**src/rtl/rx_word_fifo.sv**
```systemverilog
// rx_word_fifo: first-word-fall-through word buffer between the Econet
// receiver and the SPI master. Words that arrive while the buffer is full
// and nothing is leaving are discarded and counted.
module rx_word_fifo #(
   parameter int DEPTH_LOG2 = 4,
   parameter int THRESHOLD  = 8
) (
   input  logic                  mclk,
   input  logic                  reset,
   input  logic [15:0]           in_data,
   input  logic                  in_strobe,
   output logic [15:0]           out_data,
   output logic                  out_valid,
   input  logic                  out_accept,
   output logic [DEPTH_LOG2:0]   count,
   output logic                  level_hi,
   output logic                  overflow,
   output logic [7:0]            dropped,
   input  logic                  overflow_clear
);

   localparam int DEPTH = 1 << DEPTH_LOG2;
   localparam logic [DEPTH_LOG2:0] DEPTH_C  = (DEPTH_LOG2+1)'(DEPTH);
   localparam logic [DEPTH_LOG2:0] THRESH_C = (DEPTH_LOG2+1)'(THRESHOLD);

   logic [15:0]           mem [DEPTH];
   logic [DEPTH_LOG2-1:0] wr_ptr;
   logic [DEPTH_LOG2-1:0] rd_ptr;
   logic [DEPTH_LOG2:0]   count_q;
   logic [DEPTH_LOG2:0]   count_next;
   logic                  pop;
   logic                  push;
   logic                  drop;
   logic                  full;

   // Handshake decode; a pop frees a slot, so a full FIFO can still accept
   // a word in the same cycle its head leaves.
   always_comb begin
      full       = (count_q == DEPTH_C);
      pop        = out_accept && (count_q != '0);
      push       = in_strobe && (!full || pop);
      drop       = in_strobe && full && !pop;
      count_next = count_q;
      if (push && !pop)
         count_next = count_q + 1'b1;
      else if (pop && !push)
         count_next = count_q - 1'b1;
   end

   // Storage, pointers, occupancy and the registered high-water flag.
   always_ff @(posedge mclk) begin
      if (reset) begin
         for (int i = 0; i < DEPTH; i++)
            mem[i] <= '0;
         wr_ptr   <= '0;
         rd_ptr   <= '0;
         count_q  <= '0;
         level_hi <= 1'b0;
      end else begin
         if (push) begin
            mem[wr_ptr] <= in_data;
            wr_ptr      <= wr_ptr + 1'b1;
         end
         if (pop)
            rd_ptr <= rd_ptr + 1'b1;
         count_q  <= count_next;
         level_hi <= (count_next >= THRESH_C);
      end
   end

   // Drop bookkeeping; a drop in the same cycle as a clear wins, so the
   // lost word is never hidden from the host.
   always_ff @(posedge mclk) begin
      if (reset) begin
         overflow <= 1'b0;
         dropped  <= '0;
      end else if (drop) begin
         overflow <= 1'b1;
         if (overflow_clear)
            dropped <= 8'd1;
         else if (dropped != 8'hFF)
            dropped <= dropped + 8'd1;
      end else if (overflow_clear) begin
         overflow <= 1'b0;
         dropped  <= '0;
      end
   end

   assign out_data  = mem[rd_ptr];
   assign out_valid = (count_q != '0);
   assign count     = count_q;

endmodule

```
**config.mk**
```make
export PLATFORM = sky130hd
export DESIGN_NAME = rx_word_fifo
export DESIGN_NICKNAME = d
export VERILOG_FILES = /design/src/rtl/rx_word_fifo.sv
export SDC_FILE = /design/constraint.sdc
export NUM_CORES = 1
export LEC_CHECK = 0
export ABC_AREA = 1
export CAP_MARGIN = 20
export CORE_MARGIN = 2
export CORE_UTILIZATION = 65
export CTS_BUF_LIST = sky130_fd_sc_hd__clkbuf_16
export DETAILED_ROUTE_END_ITERATION = 8
export PLACE_DENSITY_LB_ADDON = 0.15
export SYNTH_ARGS = -nofsm -noshare
export SYNTH_HDL_FRONTEND = slang
export SYNTH_SLANG_ARGS = --single-unit
```
**constraint.sdc**
```tcl
create_clock -name mclk -period 7.99 [get_ports mclk]
set_clock_uncertainty 0.2 [all_clocks]
set_input_delay 1.598 -clock mclk [delete_from_list [all_inputs] [get_ports mclk]]
set_output_delay 1.598 -clock mclk [all_outputs]
set_load 0.02 [all_outputs]
```
==> impl_metrics.ini, run 1 <==
[outcome]
outcome = finished, final reports clean

[global_route]
track_usage = 0.305
grt_pass1_wl_um = 48300
antenna_found_initial = 0
grt_max_degree = 102
first_global_vias = 8967
gr-total-overflow = 0

[sta]
hold_violations = 0
final_max_slew_viol_count = 0
slew_headroom = 0.302
finalSetupTns_ps = 0
rsz0062_at_grt = false
fmax_ghz = 0.182
worst_pin_slew_ps = 1050
setup_viol = 0
fin_crit_sh = 0.688
min_period_ps = 5500

[critical_path]
crit_path_start_kind = flip-flop
required_ps = 6190
end_kind = output pin
crit_type = reg -> out
worstPathMaxFanout = 73
worst-endpoint-arrival_ps = 3700

[logic_synthesis]
synth_edf_count = 256
synth_seq_cells = 283
syn_area_um2 = 12900
yosys.cell_types.count = 31
netlist_top_cells_count = 366 x nor2_1, 256 x edfxtp_1, 138 x o21ai_0, 78 x nand2_1, 62 x clkbuf_1
yosys_warnings = 0
syn-num-nets = 1261
yosysSeqAreaShare = 0.638
yosysTopAreaCellShare = 0.596
synthArstFlopShare = 0
syn_inst = 1232
synthFlopType = edfxtp_1
synth_area_per_cell_um2 = 10.5
synth_top_cell_by_area = edfxtp_1
synth_most_common_cell = nor2_1
ys_top_cells_by_area = edfxtp_1 60%, nor2_1 11%, o21ai_0 5.4%

[floorplanning]
dieWidth_um = 145
initial_core_util = 0.662
fp.dieH_um = 145
io_pins = 53
rows = 51
core_um2 = 19500
dieArea_um2 = 21000

[place]
portBuffers = 52
gp_congestion = 0.807
dp.cells = 1467
dp_hpwl_um = 17700

[power]
p_per_area_nw_per_um2 = 262
p_comb_frac = 0.148
p_leak_uw = 0.00554
power_frac_seq = 0.451
p_int_uw = 2800
p_sw_uw = 978
peakVddDrop_uv = 200
p_clk_frac = 0.401
swShare = 0.259
power_uw = 3780

[drt]
vias = 9326
drcViolationCount = 0
initialDrtViolationCount = 1042
vias_per_cell = 6.14
first_pass_iters = 7
routed_wl_um = 31400
wl_per_cell_um = 20.7
final_antenna_net_count = 0

[clock_network]
cts_sinks = 283
htreeDepth = 1
clock_latency_ps = 540
cts_resized = 0
cts_root_buf = clkbuf_16
path_clk_slew_ps = 60
cts_hold_buf = 0
ctsLongestPathBuffers = 3
numCtsBuffers = 28
tritoncts = yes
post_cts_buffers = 0

[layout]
n_fill_cell = 1339
nets = 1261
multi_input_area_um2 = 4040
drive_above_1_share = 0.107
antennaDiodeCount = 0
finalNonFillerCells = 1519
register_area_um2 = 8230
syn_to_final_growth_pct = 12.0
final_util = 0.742

[min_path]
hp-class = reg -> reg

[run]
cap_viol_max_count = 0
==> path summary, 6_finish.rpt <==
check / from / end / slack, ps / cells after the start
hold reg to reg: overflow / overflow / 270 / 2
setup / recovery: flip-flop / out_data[3] / 2490 / 7
hold / removal: overflow / overflow / 270 / 2
setup reg to reg: count[0] / mem[5][9] / 4680 / 9
==> critical path, cell delays in order (launching register included) <==
cell and delay [ps]:
dfxtp_4 540, clkinv_2 620, buf_4 600, o21ai_0 320, o22ai_1 150, o211ai_1 210, nand2_1 90, clkdlybuf4s50_1 550
==> layer usage <==
| layer | vias to the layer above | part of all wire | global-route usage |
|---|---|---|---|
| met5 | - | 0 | 0 |
| met4 | 0 | 0.034 | 0.121 |
| met3 | 85 | 0.091 | 0.0500 |
| met2 | 515 | 0.49 | 0.501 |
| met1 | 4464 | 0.39 | 0.412 |
| li1 | 4262 | - | - |
==> power groups by stage <==
stage	logic [µW]	clock network [µW]	registers, µW
after floorplan	367	0	1720
after global placement	536	0	1730
after detailed placement	546	0	1730
after CTS	552	1510	1700
after global routing	607	1560	1710
final	558	1510	1700
==> kinds of logic (layout without fill, tap and decap cells) <==
family / after synthesis / count (layout) / share of synthesized area
DFF: 283 / 283 / 0.638
adders and majority gates: 8 / 8 / 0.00777
xor gates and xnor gates: 6 / 6 / 0.00408
and+or+nand+nor: 558 / 558 / 0.192
AOI/OAI and AO/OA: 236 / 236 / 0.109
buffers and inverters: 141 / 163 / 0.0484
==> metrics by stage <==
stage / worst slack (ps) / hold slack [ps] / area [µm²]
2_1_floorplan: 4550 / 235 / 12900
3_3_place_gp: 3180 / 249 / 13400
3_5_place_dp: 3120 / 248 / 13400
4_1_cts: 2540 / 272 / 14400
5_1_grt: 2280 / 301 / 14400
6_report: 2490 / 265 / 14400
==> registers in the layout (all words and copies together) (netlist names), named ones only <==
| name | count |
|---|---|
| count | 5 |
| dropped | 8 |
| level_hi | 1 |
| mem | 256 |
| overflow | 1 |
| rd_ptr | 4 |
| wr_ptr | 4 |
==> cell usage in the layout, fill, tap and decap left out, types with 3 or more instances in the layout <==
master	n
nor2_8	3
inv_2	3
clkinv_2	7
clkbuf_16	29
nand2_4	10
ha_1	8
nor2_4	4
edfxtp_1	256
dfxtp_1	24
bufinv_16	9
o221ai_1	35
o211ai_1	29
inv_1	50
nand3_2	8
clkdlybuf4s50_1	52
clkinv_1	4
nor2_1	366
xor2_1	5
nand3_1	32
a21oi_1	18
o22ai_1	13
nand4_1	5
buf_4	5
nand2_1	78
o21ai_0	138
nor3_1	3
nor2_2	48
==> cell type report <==
cell class                 count  area share
sequential                   283       0.570
clock inverter                23      0.0237
tap                          265      0.0230
multi-input combinational    808       0.280
timing repair buffer          57      0.0386
clock buffer                  29      0.0503
inverter                      54      0.0145
Power figures use the tool's default switching activity.
==> run 2: changes to the inputs <==
--- a/config.mk
+++ b/config.mk
@@ -8,7 +8,7 @@
 export ABC_AREA = 1
 export CAP_MARGIN = 20
 export CORE_MARGIN = 2
-export CORE_UTILIZATION = 65
+export CORE_UTILIZATION = 55
 export CTS_BUF_LIST = sky130_fd_sc_hd__clkbuf_16
 export DETAILED_ROUTE_END_ITERATION = 8
 export PLACE_DENSITY_LB_ADDON = 0.15
==> constraint.sdc (replaced) <==
create_clock -name mclk -period 4.46 [get_ports mclk]
set_clock_uncertainty 0.2 [all_clocks]
set_input_delay 0.892 -clock mclk [delete_from_list [all_inputs] [get_ports mclk]]
set_output_delay 0.892 -clock mclk [all_outputs]
set_load 0.02 [all_outputs]
==> run 2 against run 1 <==
  * Critical path depth grew 2
  * Routed wire length grew 18%
  * Sequential share of layout area shrank 0.82 points
  * Largest power group unchanged
  * Hold slack gained 7.8 ps
  * Highest routed layer unchanged
  * Largest cell class unchanged
  * Cell area grew 1.5%
==> impl_metrics.ini, run 2 (synthesis gave the netlist of run 1 again) <==
[outcome]
outcome = finished, final reports clean

[clock_network]
cts_root_buf = clkbuf_16
tritoncts = yes
cts_hold_buf = 0
post_cts_buffers = 0
cts_resized = 0
htreeDepth = 1
clock_latency_ps = 540
numCtsBuffers = 29
cts_sinks = 283
path_clk_slew_ps = 60
ctsLongestPathBuffers = 3

[sta]
hold_violations = 0
final_max_slew_viol_count = 0
fin_crit_sh = 0.922
finalSetupTns_ps = 0
slew_headroom = 0.217
setup_viol = 0
worst_pin_slew_ps = 1170
fmax_ghz = 0.243
whs_ps = 273
rsz0062_at_grt = false
min_period_ps = 4110

[drt]
initialDrtViolationCount = 1439
vias_per_cell = 5.95
vias = 9521
routed_wl_um = 37100
final_antenna_net_count = 0
wl_per_cell_um = 23.2
drcViolationCount = 0
first_pass_iters = 8

[floorplanning]
io_pins = 53
dieArea_um2 = 24700
rows = 56
dieWidth_um = 157
core_um2 = 23300
fp.dieH_um = 157
initial_core_util = 0.554

[global_route]
grt_pass1_wl_um = 55500
antenna_found_initial = 0
track_usage = 0.305
gr-total-overflow = 0
use_met3 = 0.0749
grt_most_used_layer = met2
first_global_vias = 9014
grt_util_met2 = 0.463
use_met1 = 0.443
grt_max_degree = 130

[critical_path]
crit_path_start_kind = flip-flop
worst_r2r_path_depth = 12
crit_type = reg -> out
worst-endpoint-arrival_ps = 3020
worstReg2RegStart = count[0]
worstPathMaxFanout = 37
required_ps = 3370
end_kind = output pin

[layout]
syn_to_final_growth_pct = 13.7
antennaDiodeCount = 0
final_cell_mix = 366 x nor2_1, 256 x edfxtp_1, 138 x o21ai_0
final_common_cell = nor2_1
nets = 1289
largest_reg_flops = 256
top_register = mem
drive_above_1_share = 0.121

[place]
gp_congestion = 0.923
dp_hpwl_um = 23600
portBuffers = 52

[min_path]
hp-class = reg -> reg
hp-start = overflow
hold_depth = 2

[power]
peakVddDrop_uv = 316
p_per_area_nw_per_um2 = 454
power_uw = 6650
p_leak_uw = 0.00567

[run]
cap_viol_max_count = 0
[run 2: cell count changes in the layout (fill, tap and decap cells not counted), sizes merged]
cell      before  now
buf            5   32
clkinv        12   11
inv           54   61
bufinv         9    5
clkinvlp       2    0
[run 2: cell type report]
type                    instances  area (µm²)
flip-flops and latches        283        8230
clock buffers                  29         726
well taps                     319         399
clock inverters                23         226
inverters                      54         209
multi-input cells             808        4040
fillers                      1873        8610
repair buffers                 84         818
[run 2: worst max-delay path, stage by stage (launching register included)]
cell and delay [ps]:
dfxtp_4 350, clkinv_2 280, buf_4 460, nor2_1 70, nor2_1 90, o21ai_0 90
o211ai_1 140, o211ai_1 160, nand2_1 190, clkdlybuf4s50_1 630
[run 2: worst paths after layout]
check | end | slack, ps
worst max register to register | mem[10][4] | 1680
worst min register to register | overflow | 270
worst max-delay path | out_data[3] | 350
worst min-delay path | overflow | 270
[run 2: metal layers]
layer / vias to the layer above / wire length, µm
li1: 4317 / -
met4: 0 / 893
met3: 81 / 4400
met1: 4508 / 15000
met2: 615 / 16800
met5: - / 0
[run 2: where the power goes]
| group | total, µW | internal [µW] | switching (µW) |
|---|---|---|---|
| clock network | 2460 | 1460 | 999 |
| logic | 1130 | 347 | 779 |
| registers | 3060 | 3000 | 64.7 |
[run 2: per-stage QoR]
| step | worst slack, ps | std cells | instance area, µm² | utilization |
|---|---|---|---|---|
| 4_1_cts | 399 | 1599 | 14600 | 0.629 |
| 3_3_place_gp | 932 | 1547 | 13700 | 0.588 |
| 6_report | 347 | 1600 | 14700 | 0.630 |
| 3_5_place_dp | 954 | 1547 | 13700 | 0.588 |
| 2_1_floorplan | 1710 | 1232 | 12900 | - |
| 5_1_grt | 205 | 1600 | 14700 | 0.630 |
==> patch 1: new RTL, settings of run 2 <==
Set the parameter `THRESHOLD` to 4 (it was 8).
--- a/src/rtl/rx_word_fifo.sv
+++ b/src/rtl/rx_word_fifo.sv
@@ -4,5 +4,5 @@
 module rx_word_fifo #(
    parameter int DEPTH_LOG2 = 4,
-   parameter int THRESHOLD  = 8
+   parameter int THRESHOLD  = 4
 ) (
    input  logic                  mclk,
Behaviour: not the same (a bounded check fails within 10 cycles, from zero or initial values and one cycle with reset high).
==> patch 1 against run 2 <==
Utilization is 0.60 points lower. Wire length is 18% lower. Power is 0.27% higher. Synthesized cell count is 10% higher. Setup slack better by 0.17 ns. Maximum frequency is 4.2% higher. Sequential cell count stayed put. Cell area is 2.9% higher. First-iteration DRC count is 45% lower. Area after synthesis is 4.3% higher. Combinational power is 16% lower. Count of clock-buffer cells in the layout is 1 higher.
==> patch 1: results (changes against run 2) <==
- Outcome: complete, no violations
- Global Route met3 Usage: 0.0315 (-0.0434)
- Routed wl met3: 1740 um (-60%)
- Worst flop-to-flop path endpoint: mem[10][11]$_SDFFCE_PN0P_
- Met2 track utilization from global routing: 0.419 (-0.0445)
- Placer congestion estimate: 0.809 (-12%)
- Critical Path Slowest Stage Cell: sky130_fd_sc_hd__dfxtp_4
- Endpoint arrival time on the critical path: 2.85 ns (-0.17 ns)
- Worst skew pair latency: 0.56 ns (+0.02 ns)
- Setup slack, reg-to-reg: 1.53 ns (-0.15 ns)
- Share of cells above drive strength 1: 0.0812 (-0.0398)
- Top fanout value on the critical path: 69 (+86%)
- Routed length on met1: 12900 um (-14%)
- Syn_area_per_cell: 9.90 sq um (-5.4%)
- Final Critical Period: 3.95 ns (-0.167 ns)
- First-pass DRT Iterations: 5 (-3)
- Met2 WL post-DR: 15100 um (-10%)
- Relative slew margins: 0.434 (+0.217)
- Maximum resistive drop on vdd: 0.287 mV (-9.4%)
- Post-DP HPWL: 19000 um (-19%)
- Drt total wl: 30300 um (-18%)
- Unique masters post-synth: 27 (-13%)
- Capture point of the critical path: out_data[12]
- Largest net degree at the start of global routing: 120 (-7.7%)
- Synthesized Nets: 1386 (+9.9%)
- Total vias in the final route: 9293 (-2.4%)
- Met1 demand-to-capacity share in global routing: 0.324 (-0.119)
- First-pass GRT wire length: 48600 um (-12%)
- Detailed-route vias per instance: 5.42 (-8.9%)
- Ranking of synthesized cells by instance count: 256 x sky130_fd_sc_hd__edfxtp_1, 246 x sky130_fd_sc_hd__nor2_1, 181 x sky130_fd_sc_hd__inv_1
- Yosys warns: 0 (unchanged)
- Number of placed cells counting well taps: 1659 (+7.2%)
- Detailed router's first-iteration violation count: 797 (-45%)
- Net switching power figure: 0.00175 W (-4.9%)
- Vias in the first global route: 9118 (+1.2%)
- Proportion of synthesized chip area in sequential cells: 0.612 (-0.0260)
- Cell depth of the worst flop-to-flop path: 9 (-3)
- Biggest cell delay along the critical path: 0.85 ns (+0.22 ns)
- Clock buffers created by TritonCTS: 30 (+3.4%)
- Worst slack after detailed placement: 0.926 ns (-0.0285 ns)
- Total of fill cells in the finished design: 2007 (+7.2%)
[patch 1: logic make-up after synthesis]
group,share of synthesized area
xor+xnor,0.00391
simple gates,0.194
compound gates,0.0946
flops,0.612
fa+ha+maj,0.00745
buf+inv,0.0879
[patch 1: how the worst min path moves through the flow]
stage / cells after the start / slack (ns) / from / to
3_3_place_gp: 2 / 0.27 / overflow$_SDFFE_PP0P_ / overflow$_SDFFE_PP0P_
4_1_cts: 2 / 0.29 / overflow$_SDFFE_PP0P_ / overflow$_SDFFE_PP0P_
2_1_floorplan: 2 / 0.25 / rd_ptr[2]$_SDFFE_PP0N_ / flip-flop
6_report: 2 / 0.28 / overflow$_SDFFE_PP0P_ / overflow$_SDFFE_PP0P_
5_1_grt: 2 / 0.31 / rd_ptr[2]$_SDFFE_PP0N_ / flip-flop
3_5_place_dp: 2 / 0.27 / overflow$_SDFFE_PP0P_ / overflow$_SDFFE_PP0P_
[patch 1: final cells by class]
| cell class | count | area, sq um | share of cell area |
|---|---|---|---|
| multi-input combinational | 802 | 4030 | 0.267 |
| timing repair buffer | 67 | 671 | 0.0445 |
| inverter | 183 | 694 | 0.0460 |
| clock buffer | 30 | 751 | 0.0498 |
| sequential | 283 | 8240 | 0.546 |
| clock inverter | 26 | 295 | 0.0196 |
| tap | 324 | 405 | 0.0269 |
[patch 1: power by group through the flow]
stage / sequential (W) / clock (W) / combinational, W
floorplan: 0.00309 / 0 / 0.000674
global placement: 0.00315 / 0 / 0.000935
detailed placement: 0.00315 / 0 / 0.000946
CTS: 0.00309 / 0.00264 / 0.000952
global route: 0.00311 / 0.00274 / 0.00105
finish: 0.00309 / 0.00263 / 0.000947
==> patch 2: new RTL, config.mk and constraints of run 2 <==
Without the edit above. Compare `count_q` against `DEPTH_C` with >= in place of ==.
--- a/src/rtl/rx_word_fifo.sv
+++ b/src/rtl/rx_word_fifo.sv
@@ -37,5 +37,5 @@
    // a word in the same cycle its head leaves.
    always_comb begin
-      full       = (count_q == DEPTH_C);
+      full       = (count_q >= DEPTH_C);
       pop        = out_accept && (count_q != '0);
       push       = in_strobe && (!full || pop);
Behaviour: same outputs for any inputs over 4 cycles, from zero or initial values and one cycle with reset high; that may be too few to reach the edited logic, so the function may still have changed.
==> patch 2 against run 2 <==
Sequential power is 2% higher. Area after synthesis is 1.7% higher. Register-to-register slack better by 0.03 ns. Non-clock buffer count is 16 lower. Power is 5.3% higher. Wire length is 17% lower. Sequential cell count stayed put. Die area is 1.6% higher. Hold slack worse by 0.011 ns. Combinational power is 13% higher. Setup slack better by 0.13 ns. Global-route usage is 5.2 points lower. Cell area is 1.2% higher.
==> patch 2: results (changes against run 2) <==
- Placeable core area: 23400 sq um (+0.60%)
- Post-layout nets: 1381 (+7.1%)
- Placer congestion estimate: 0.829 (-10%)
- Endpoint arrival time on the critical path: 2.89 ns (-0.13 ns)
- Post-DR wirelength/cell: 18.3 um (-21%)
- Total vias in the final route: 9374 (-1.5%)
- Worst reg2reg startpoint: wr_ptr[2]$_SDFFE_PP0N_
- Top cell family by delay on the critical path: buffers and inverters
- Top cells by area, synth: sky130_fd_sc_hd__edfxtp_1 59%, sky130_fd_sc_hd__nor2_1 7.8%, sky130_fd_sc_hd__inv_1 5.2%
- Outcome: complete, no violations
- Relative slew margins: 0.457 (+0.240)
- Cell depth of the worst flop-to-flop path: 4 (-8)
- Post-synth EDFFs: 256 (unchanged)
- Biggest cell delay along the critical path: 0.75 ns (+0.12 ns)
- First-pass DRT Iterations: 5 (-3)
- Ranking of synthesized cells by instance count: 274 x sky130_fd_sc_hd__nor2_1, 256 x sky130_fd_sc_hd__edfxtp_1, 180 x sky130_fd_sc_hd__inv_1
- Port bufs: 52 (unchanged)
- Vias in the first global route: 8960 (-0.60%)
- Top fanout value on the critical path: 62 (+68%)
- Setup slack, reg-to-reg: 1.71 ns (+0.03 ns)
- Post-DP HPWL: 19700 um (-16%)
- Final Hold Slack: 0.262 ns (-0.0108 ns)
- Leakage: 5.87 nW (+3.7%)
- Largest net degree at the start of global routing: 82 (-37%)
- Hold Buf Count CTS: 0 (unchanged)
- Yosys warns: 0 (unchanged)
- Maximum resistive drop on vdd: 0.292 mV (-7.6%)
- Number of instances resized during post-cts repair: 0 (unchanged)
- Unique masters post-synth: 31 (unchanged)
- First-pass GRT wire length: 48300 um (-13%)
- Hold Crit Start: rd_ptr[3]$_SDFFE_PP0N_
- Post-CTS setup buffer count: 0 (unchanged)
- Detailed router's first-iteration violation count: 804 (-44%)
- Max Buffers Root-to-Sink: 3 (unchanged)
- Worst flop-to-flop path endpoint: mem[7][14]$_SDFFCE_PN0P_
- Proportion of synthesized chip area in sequential cells: 0.628 (-0.0105)
- Critical Path Slowest Stage Cell: sky130_fd_sc_hd__dfxtp_4
- Share of cells above drive strength 1: 0.0634 (-0.0576)
- Routed wl met3: 1770 um (-60%)
- Met2 WL post-DR: 15100 um (-10%)
- Routed length on met1: 13100 um (-12%)
- GRT Util Overall: 0.252 (-0.0522)
- Sum of overflow across all layers after global routing: 0 (unchanged)
- Number of H-tree levels: 1 (unchanged)
==> patch 2: cell types whose count changed in the layout (fill, tap and decap cells not counted), sizes merged, moves of 53 or more <==
cell,run 2,this run
o21ai,138,73
nand3,40,124
inv,61,183
a21oi,18,80
nand2,89,142
nor2,421,274
==> patch 2: where the power goes <==
part | leakage, nW | internal [W] | switching (W)
logic | 2.50 | 0.000459 | 0.000823
registers | 2.87 | 0.00301 | 0.000106
clock network | 0.508 | 0.00159 | 0.00101
total | 5.87 | 0.00506 | 0.00194
==> patch 2: per-layer routing <==
metal	track usage	vias to the layer above
met5	0	-
met4	0.0905	0
met3	0.0291	62
met2	0.424	330
met1	0.343	4473
li1	-	4509
==> patch 2: area by class of cell <==
cell class | count | area (sq um)
fillers | 1949 | 8570
flip-flops and latches | 283 | 8240
multi-input cells | 787 | 3780
clock buffers | 29 | 726
repair buffers | 68 | 698
inverters | 182 | 686
well taps | 319 | 399
clock inverters | 24 | 300
==> patch 2: metrics by stage <==
stage	std cells	util	cell area, sq um	setup slack [ns]
final	1692	0.634	14800	0.479
after global routing	1692	0.634	14800	0.317
after CTS	1691	0.632	14800	0.463
after detailed placement	1638	0.589	13800	0.718
after global placement	1638	0.589	13800	0.785
after floorplan	1341	-	13100	1.71
==> patch 2: cells by family after synthesis <==
group	synth area share
simple gates	0.180
flops	0.628
buf+inv	0.0834
compound gates	0.0983
fa+ha+maj	0.00859
xor+xnor	0.00201
==> patch 2: worst max-delay path by stage <==
stage	start	to	slack, ns	cells past startpoint
global placement	out_accept	mem[7][9]$_SDFFCE_PN0P_	0.78	7
CTS	flip-flop	out_data[12]	0.46	7
global route	flip-flop	out_data[12]	0.32	7
finish	flip-flop	out_data[0]	0.48	6
floorplan	out_accept	mem[3][0]$_SDFFCE_PN0P_	1.71	7
detailed placement	out_accept	mem[7][9]$_SDFFCE_PN0P_	0.72	7
==> patch 2: worst min-delay path, cell delays in order, from the launching register on <==
cell and delay [ns]:
sky130_fd_sc_hd__dfxtp_1 0.31, sky130_fd_sc_hd__inv_1 0.05, sky130_fd_sc_hd__a21oi_1 0.06
